## src/rtl/frame_fifo_pkg.sv

```systemverilog
// rtl/frame_fifo_pkg.sv - shared types, widths and pointer helper for frame_fifo
package frame_fifo_pkg;

    typedef enum logic [1:0] {
        IDLE,
        ACTIVE,
        DISCARD
    } wr_state_t;

    localparam int DROP_CNT_W = 16;
    localparam int PTR_MAX_W  = 16;

    // Modular difference a - b, truncated to w bits (pointer width is AW+1).
    function automatic logic [PTR_MAX_W-1:0] ptr_diff(
        input logic [PTR_MAX_W-1:0] a,
        input logic [PTR_MAX_W-1:0] b,
        input int unsigned          w
    );
        logic [PTR_MAX_W-1:0] mask;
        mask = (PTR_MAX_W'(1) << w) - PTR_MAX_W'(1);
        return (a - b) & mask;
    endfunction

endpackage

```

## src/rtl/frame_fifo_mem.sv

```systemverilog
// rtl/frame_fifo_mem.sv - simple dual-port RAM, registered read, last-bit peek
module frame_fifo_mem
    import frame_fifo_pkg::*;
#(
    parameter int W     = 9,
    parameter int DEPTH = 16,
    parameter int AW    = 4
) (
    input  logic          clk,
    input  logic          arst,
    input  logic          we,
    input  logic [AW-1:0] wr_addr,
    input  logic [W-1:0]  wr_data,
    input  logic          re,
    input  logic [AW-1:0] rd_addr,
    output logic [W-1:0]  rd_q,
    output logic          peek_last
);

    logic [W-1:0] mem [DEPTH];

    always_ff @(posedge clk) begin
        if (we) begin
            mem[wr_addr] <= wr_data;
        end
    end

    // Output register holds its value on cycles without a read.
    always_ff @(posedge clk or posedge arst) begin
        if (arst) begin
            rd_q <= '0;
        end else if (re) begin
            rd_q <= mem[rd_addr];
        end
    end

    // Frame counter needs the last flag of the entry being accepted this cycle.
    assign peek_last = mem[rd_addr][W-1];

endmodule

```

## src/rtl/frame_fifo.sv

```systemverilog
// rtl/frame_fifo.sv - frame FIFO with commit/rewind; FRAME_FIFO_DROP_CNT_EN adds drop_cnt
module frame_fifo
    import frame_fifo_pkg::*;
#(
    parameter  int DATA_W = 8,
    parameter  int DEPTH  = 16,
    localparam int AW     = $clog2(DEPTH)
) (
    input  logic              clk,
    input  logic              arst,
    input  logic              wr_en,
    input  logic [DATA_W-1:0] wr_data,
    input  logic              wr_last,
    input  logic              wr_drop,
    output logic              full,
    input  logic              rd_en,
    output logic [DATA_W-1:0] rd_data,
    output logic              rd_last,
    output logic              rd_valid,
    output logic              empty,
    output logic [AW:0]       frame_cnt,
    output logic [AW:0]       wr_level
`ifdef FRAME_FIFO_DROP_CNT_EN
    ,
    output logic [DROP_CNT_W-1:0] drop_cnt
`endif
);

    localparam logic [AW:0] DEPTH_L = (AW+1)'(DEPTH);

    logic [AW:0] wr_ptr;
    logic [AW:0] commit_ptr;
    logic [AW:0] rd_ptr;
    wr_state_t   state;

    logic mem_we;
    logic overflow;
    logic commit;
    logic rd_accept;
    logic peek_last;
    logic last_read;

    assign wr_level = (AW+1)'(ptr_diff(PTR_MAX_W'(wr_ptr), PTR_MAX_W'(rd_ptr), AW+1));
    assign full     = (wr_level == DEPTH_L);
    assign empty    = (rd_ptr == commit_ptr);

    // wr_drop outranks wr_en; a full FIFO turns the beat into an overflow.
    assign mem_we    = wr_en && !wr_drop && !full && (state != DISCARD);
    assign overflow  = wr_en && !wr_drop && full && (state != DISCARD);
    assign commit    = mem_we && wr_last;
    assign rd_accept = rd_en && !empty;
    assign last_read = rd_accept && peek_last;

    frame_fifo_mem #(
        .W     (DATA_W + 1),
        .DEPTH (DEPTH),
        .AW    (AW)
    ) u_mem (
        .clk       (clk),
        .arst      (arst),
        .we        (mem_we),
        .wr_addr   (wr_ptr[AW-1:0]),
        .wr_data   ({wr_last, wr_data}),
        .re        (rd_accept),
        .rd_addr   (rd_ptr[AW-1:0]),
        .rd_q      ({rd_last, rd_data}),
        .peek_last (peek_last)
    );

    always_ff @(posedge clk or posedge arst) begin
        if (arst) begin
            wr_ptr     <= '0;
            commit_ptr <= '0;
            rd_ptr     <= '0;
            frame_cnt  <= '0;
            rd_valid   <= 1'b0;
            state      <= IDLE;
        end else begin
            rd_valid <= rd_accept;
            if (rd_accept) begin
                rd_ptr <= rd_ptr + 1'b1;
            end

            if (commit && !last_read) begin
                frame_cnt <= frame_cnt + 1'b1;
            end else if (last_read && !commit) begin
                frame_cnt <= frame_cnt - 1'b1;
            end

            if (wr_drop) begin
                wr_ptr <= commit_ptr;
                state  <= IDLE;
            end else if (mem_we) begin
                wr_ptr <= wr_ptr + 1'b1;
                if (wr_last) begin
                    commit_ptr <= wr_ptr + 1'b1;
                    state      <= IDLE;
                end else begin
                    state <= ACTIVE;
                end
            end else if (overflow) begin
                wr_ptr <= commit_ptr;
                state  <= wr_last ? IDLE : DISCARD;
            end else if (state == DISCARD && wr_en && wr_last) begin
                state <= IDLE;
            end
        end
    end

`ifdef FRAME_FIFO_DROP_CNT_EN
    // A drop while already discarding belongs to the same rewound frame.
    always_ff @(posedge clk or posedge arst) begin
        if (arst) begin
            drop_cnt <= '0;
        end else if ((overflow || (wr_drop && state != DISCARD)) && (drop_cnt != '1)) begin
            drop_cnt <= drop_cnt + 1'b1;
        end
    end
`endif

endmodule

```

## config.mk

```make
export PLATFORM = sky130hd
export DESIGN_NAME = frame_fifo
export DESIGN_NICKNAME = d
export VERILOG_FILES = /design/src/rtl/frame_fifo_pkg.sv /design/src/rtl/frame_fifo_mem.sv /design/src/rtl/frame_fifo.sv
export SDC_FILE = /design/constraint.sdc
export NUM_CORES = 1
export LEC_CHECK = 0
export BUFFER_PORTS_ARGS = -buffer_cell sky130_fd_sc_hd__buf_2
export CAP_MARGIN = 5
export CORE_MARGIN = 2
export CORE_UTILIZATION = 50
export CTS_BUF_LIST = sky130_fd_sc_hd__clkbuf_8
export DETAILED_ROUTE_END_ITERATION = 8
export GPL_TIMING_DRIVEN = 1
export PLACE_DENSITY = 0.73
export SLEW_MARGIN = 10
export SYNTH_ARGS = -nofsm -noshare
export SYNTH_HDL_FRONTEND = slang
export SYNTH_SLANG_ARGS = --single-unit
```

## constraint.sdc

```tcl
create_clock -name clk -period 8.1 [get_ports clk]
set_input_delay 2.025 -clock clk [delete_from_list [all_inputs] [get_ports clk]]
set_output_delay 2.025 -clock clk [all_outputs]
set_load 0.01 [all_outputs]
```

Word-level counts from Yosys, hierarchy flattened
Memory sizes are Yosys's and may differ from the RTL's.
Cells that the tools add are included.
{"block": "totals", "ff_bits": 32, "ramBits": 144, "n_memories": 1}
{"block": "op_classes", "n_addsub": 5, "n_eq_ne": 4, "muxes": 13, "bitwise_logic": 1, "n_reduce_logical": 21}
{"name": "u_mem.mem", "words": 16, "width": 9, "read_ports": 1, "rd_ports_with_merged_regs": 0, "wr": 1, "line": "frame_fifo_mem.sv:20", "source": "logic [W-1:0] mem [DEPTH];"}
{"operator": "5-bit 2-to-1 mux", "n": 5}
{"operator": "5-bit by 1-bit adder with 5-bit output, second input constant", "n": 3}
{"operator": "1-bit logical AND", "n": 12}
{"operator": "2-bit 2-to-1 mux", "n": 5}
{"operator": "5-bit == test", "n": 1}
{"operator": "5-bit == test, second input constant", "n": 1}
{"operator": "1-bit logical NOT", "n": 5}
{"operator": "5-bit by 1-bit subtractor with 5-bit output, second input constant", "n": 1}
{"operator": "5-bit subtractor", "n": 1}
{"operator": "4-bit nonzero test", "n": 1}
{"operator": "1-bit 2-to-1 mux", "n": 3}
{"operator": "3-bit AND reduction", "n": 1}
{"operator": "3-bit nonzero test", "n": 1}
{"operator": "2-bit == test, second input constant", "n": 1}
{"operator": "2-bit inequality test, second input constant", "n": 1}
{"operator": "2-bit nonzero test", "n": 1}
{"operator": "1-bit inverter", "n": 1}

Logic depth before layout (Yosys ltp)
{"block": "depth", "word_depth": 10, "depth_mapped": 17}

Hierarchy
Synthesis repeated with hierarchy kept, for this count alone.
{"block": "unflattened", "cells_unflattened": 409, "area_unflattened_um2": 7298.2}
{"module": "frame_fifo_mem", "instances": 1, "cells_per_inst": 264, "area_per_inst_um2": 5846.9, "seq_area_each_um2": 4549.4}
{"module": "frame_fifo", "instances": 1, "cells_per_inst": 145, "area_per_inst_um2": 1451.4, "seq_area_each_um2": 575.6}

Worst setup path after synthesis
Ideal clock, no wire load.
{"block": "synth_path", "kind": "reg-to-output", "start": "reg wr_ptr[0]", "end": "out full", "arrival_ns": 2.034, "required_ns": 6.075, "setup_slack_ns": 4.041, "path_stages_with_launch": 9, "n_path_buf": 0, "path_cell_list": "dfrtp_1 inv_1 ha_1 fa_1 nand2b_1 a21oi_1 xnor2_1 nand2_4 inv_2"}
{"block": "synth_via", "elab_chain_cells": 2}
{"element": "from (decl)", "line": "frame_fifo.sv:31", "source": "logic [AW:0] wr_ptr;"}
{"element": "from (signal assigned)", "line": "frame_fifo.sv:91", "source": "wr_ptr <= commit_ptr;"}
{"element": "from (signal assigned)", "line": "frame_fifo.sv:94", "source": "wr_ptr <= wr_ptr + 1'b1;"}
{"element": "from (signal assigned)", "line": "frame_fifo.sv:102", "source": "wr_ptr <= commit_ptr;"}
{"element": "5-bit subtractor", "line": "frame_fifo_pkg.sv:21", "source": "return (a - b) & mask;"}
{"element": "via wr_level[4]", "line": "frame_fifo.sv:22", "source": "output logic [AW:0] wr_level"}
{"element": "5-bit == test", "line": "frame_fifo.sv:44", "source": "assign full = (wr_level == DEPTH_L);"}
{"element": "to (decl)", "line": "frame_fifo.sv:15", "source": "output logic full,"}
The timed path passes the listed nets, and every way through them passes these cells.

Worst setup path in the final report
{"block": "layout_path", "start": "reg rd_ptr[2]", "end": "out full"}
{"block": "layout_via", "elab_chain_cells": 2}
{"element": "from (decl)", "line": "frame_fifo.sv:33", "source": "logic [AW:0] rd_ptr;"}
{"element": "from (signal assigned)", "line": "frame_fifo.sv:81", "source": "rd_ptr <= rd_ptr + 1'b1;"}
{"element": "5-bit subtractor", "line": "frame_fifo_pkg.sv:21"}
{"element": "5-bit == test", "line": "frame_fifo.sv:44"}
No other way between the ends.

==> impl_metrics.env <==
export IMPL_outcome="complete, no violations"
export IMPL_port_buffers=35
export IMPL_tightest_slew_ns=1.08
export IMPL_pwr_share_comb_pct=35.6
export IMPL_fp_dieArea_um2=15600
export IMPL_yosysUniqueCellTypes=47
export IMPL_setup_violations=0
export IMPL_die_x_um=125
export IMPL_clock_fmax_ghz=0.193
export IMPL_maxCapViolations=0
export IMPL_first_pass_iters=4
export IMPL_dieHeight_um=125
export IMPL_worstSetupStartpointType="flip-flop"
export IMPL_cts_root_buf="clkbuf_8"
export IMPL_cts_sinks=176
export IMPL_path_max_fanout=24
export IMPL_drc=0
export IMPL_final_core_util_pct=55.9
export IMPL_p_clk_share_pct=21.3
export IMPL_grt_pass1_wl_mm=22.3
export IMPL_drive_gt1_share_pct=24.3
export IMPL_top_layer_used="met4"
export IMPL_wl_met2_mm=6.91
export IMPL_place_gp_congestion=0.810
export IMPL_vias=3820
export IMPL_dp_final_hpwl_mm=9.08
export IMPL_power_switching_mw=0.999
export IMPL_intPower_mw=1.85
export IMPL_grt_max_degree=42
export IMPL_hold_path_class="flip-flop to flip-flop"
export IMPL_route_met3_wl_um=832
export IMPL_clkLatencyLatePin_ns=0.45
export IMPL_rsz0062_at_grt="false"
export IMPL_ys_seq_area_share_pct=70.0
export IMPL_dp_cells=625
export IMPL_start_util_pct=50.7
export IMPL_fin_cells=657
export IMPL_synth_cell_area_um2=7320
export IMPL_power_density_nw_per_um2=354
export IMPL_postCtsSetupBuffers=0
export IMPL_reg2reg_setup_slack_ns=3.67
export IMPL_drt_iter0_markers=366
export IMPL_synth_flop_cell="edfxtp_1"
export IMPL_area_delta_synth_final_pct=10.2
export IMPL_clock_path_buffers=2
export IMPL_cpPeakStageDelay_ns=1.05
export IMPL_wl_per_cell_um=21.4
export IMPL_cts_tree="built"
export IMPL_cpLargestDelayFamily="flip-flops"
export IMPL_cp_data_arrival_time_ns=3.14
export IMPL_period_share_pct=63.8
export IMPL_pin_count=36
export IMPL_rr_worst_depth=16
export IMPL_rows=44
export IMPL_crit_buf_inv=3
export IMPL_wl_met1_mm=6.12
export IMPL_h_tree_depth=4
export IMPL_grt_pass1_vias=4008
export IMPL_cts_hold_buf=0
export IMPL_n_fill_cell=1115
export IMPL_post_cts_resize_count=0
export IMPL_ys_warnings_count=0
export IMPL_holdPathStages=1
export IMPL_grt_overflow_total=0
export IMPL_antennaDiodeCount=0
export IMPL_p_seq_share_pct=43.1
export IMPL_skew_ns=0.0135
export IMPL_crit_path_end_kind="output port"
export IMPL_core_um2=14400
export IMPL_numCtsBuffers=17
export IMPL_antenna_found_initial=0
export IMPL_clk_pin_slew_ns=0.09
export IMPL_swShare_pct=35.0
export IMPL_p_leak_nw=2.88
export IMPL_synth_nets=450
export IMPL_synthArstFlopShare_pct=18.2
export IMPL_drt_wl_total_mm=14.1
export IMPL_synth_seq_cells=176
export IMPL_path_class="flip-flop to output port"
export IMPL_cp_required_ns=6.08
export IMPL_drtAntennaViolNets=0
export IMPL_synth_edf_count=144
export IMPL_max_vdd_ir_drop_uv=128
export IMPL_finalNetCount=489
export IMPL_finalCriticalPeriod_ns=5.17
export IMPL_synth_area_per_cell_um2=17.4
export IMPL_drv_slew=0
export IMPL_hold_violations=0
export IMPL_tns_ns=0
export IMPL_grt_usage_pct=19.1
export IMPL_path_cells="inv_1, ha_1, nand2_1, o21ai_1, mux2_4, nand2_4, inv_2, buf_2"
export IMPL_viasPerCell=5.81
export IMPL_syn_inst=421
export IMPL_maxSlewHeadroom_pct=28.0
export IMPL_path_depth=8
export IMPL_fin_total_pwr_mw=2.85
export IMPL_critPathSlowestCell="dfrtp_1"
[cells by family (layout without fill, tap and decap cells)]
kind of cell,Yosys count,count (layout),share of synthesized area (%)
compound gates,63,63,5.54
xor+xnor,21,21,2.62
fa+ha+maj,15,15,2.77
buf+inv,36,88,2.09
flops,176,176,70.0
mux,40,40,11.8
simple gates,70,70,5.11
[metrics by stage]
stage / hold WS (ns) / area (µm²) / setup WS, ns
floorplan: 0.479 / 7320 / 4.04
global placement: 0.457 / 7660 / 3.49
detailed placement: 0.468 / 7660 / 3.40
CTS: 0.487 / 8060 / 2.90
global route: 0.509 / 8060 / 2.73
finish: 0.481 / 8060 / 2.93
[power by group through the flow]
stage	registers [mW]	clock network, mW	logic (mW)
2_1_floorplan	1.20	0	0.774
3_3_place_gp	1.25	0	0.994
3_5_place_dp	1.25	0	1.02
4_1_cts	1.23	0.614	1.03
5_1_grt	1.25	0.645	1.12
6_report	1.23	0.608	1.01
[final timing paths]
check,from,end
max,rd_ptr[2],full
max reg2reg,rd_ptr[2],frame_cnt[4]
max in group asynchronous,arst,rd_ptr[0]
min in group asynchronous,arst,u_mem.rd_q[4]
min,frame_cnt[4],frame_cnt[4]
min reg2reg,frame_cnt[4],frame_cnt[4]
[worst register-to-register path: cells and delay by family (launching register included)]
family                     cells  cell delay (ns)
muxes                          1             0.36
and+or+nand+nor                4             0.62
DFF                            1             1.05
adders and majority gates      3             1.05
AOI/OAI and AO/OA              3             0.60
buffers and inverters          3             0.37
xor gates and xnor gates       2             0.27
[registers in the layout, summed over array words and instances (netlist names)]
name / count
rd_valid: 1
frame_cnt: 5
commit_ptr: 5
wr_ptr: 5
rd_ptr: 5
state: 2
u_mem.rd_q: 9
u_mem.mem: 144
[cell type report]
cell class	instances	area, µm²	area share [%]
Clock buffer	18	248	3.07
Inverter	18	67.6	0.838
Tap cell	184	230	2.85
Sequential cell	176	5130	63.6
Clock inverter	14	155	1.92
Timing Repair Buffer	38	198	2.45
Multi-Input combinational cell	209	2040	25.3
[per-layer routing]
metal | vias to the layer above | global-route usage, %
li1 | 1735 | -
met1 | 1964 | 26.7
met2 | 111 | 29.9
met3 | 10 | 4.24
met4 | 0 | 7.06
met5 | - | 0
[Yosys cell counts, types with 5 or more instances]
cell type / number / area share (%)
xnor2_1: 10 / 1.2
nand2_1: 23 / 1.2
inv_1: 17 / 0.87
o22ai_1: 18 / 1.5
nor2_1: 9 / 0.46
edfxtp_1: 144 / 59
ha_1: 13 / 2.2
a21oi_1: 15 / 1.0
clkbuf_1: 9 / 0.46
o31ai_1: 8 / 0.82
xor2_1: 10 / 1.2
o21ai_0: 5 / 0.34
dfrtp_1: 32 / 11
and3_1: 15 / 1.3
buf_2: 5 / 0.34
mux4_2: 36 / 11
[cell usage in the layout (no fill, tap or decap), drive strengths merged, types with 2 or more instances in the layout]
cell	netlist	layout
edfxtp	144	144
buf	9	38
mux4	36	36
dfrtp	32	32
nand2	24	24
inv	18	24
o22ai	18	18
clkbuf	9	18
a21oi	16	16
and3	15	15
ha	13	13
xnor2	11	11
xor2	10	10
nor2	9	9
o31ai	8	8
o21ai	6	6
nor3	4	4
clkinv	0	4
nand3	3	3
mux2	3	3
o22a	3	3
a21o	3	3
nor3b	3	3
nand4	3	3
nand2b	2	2
a31oi	2	2
o211ai	2	2
nor2b	2	2
fa	2	2
clkinvlp	0	2
bufinv	0	2
Note: power is estimated with default switching activity, not from simulation.
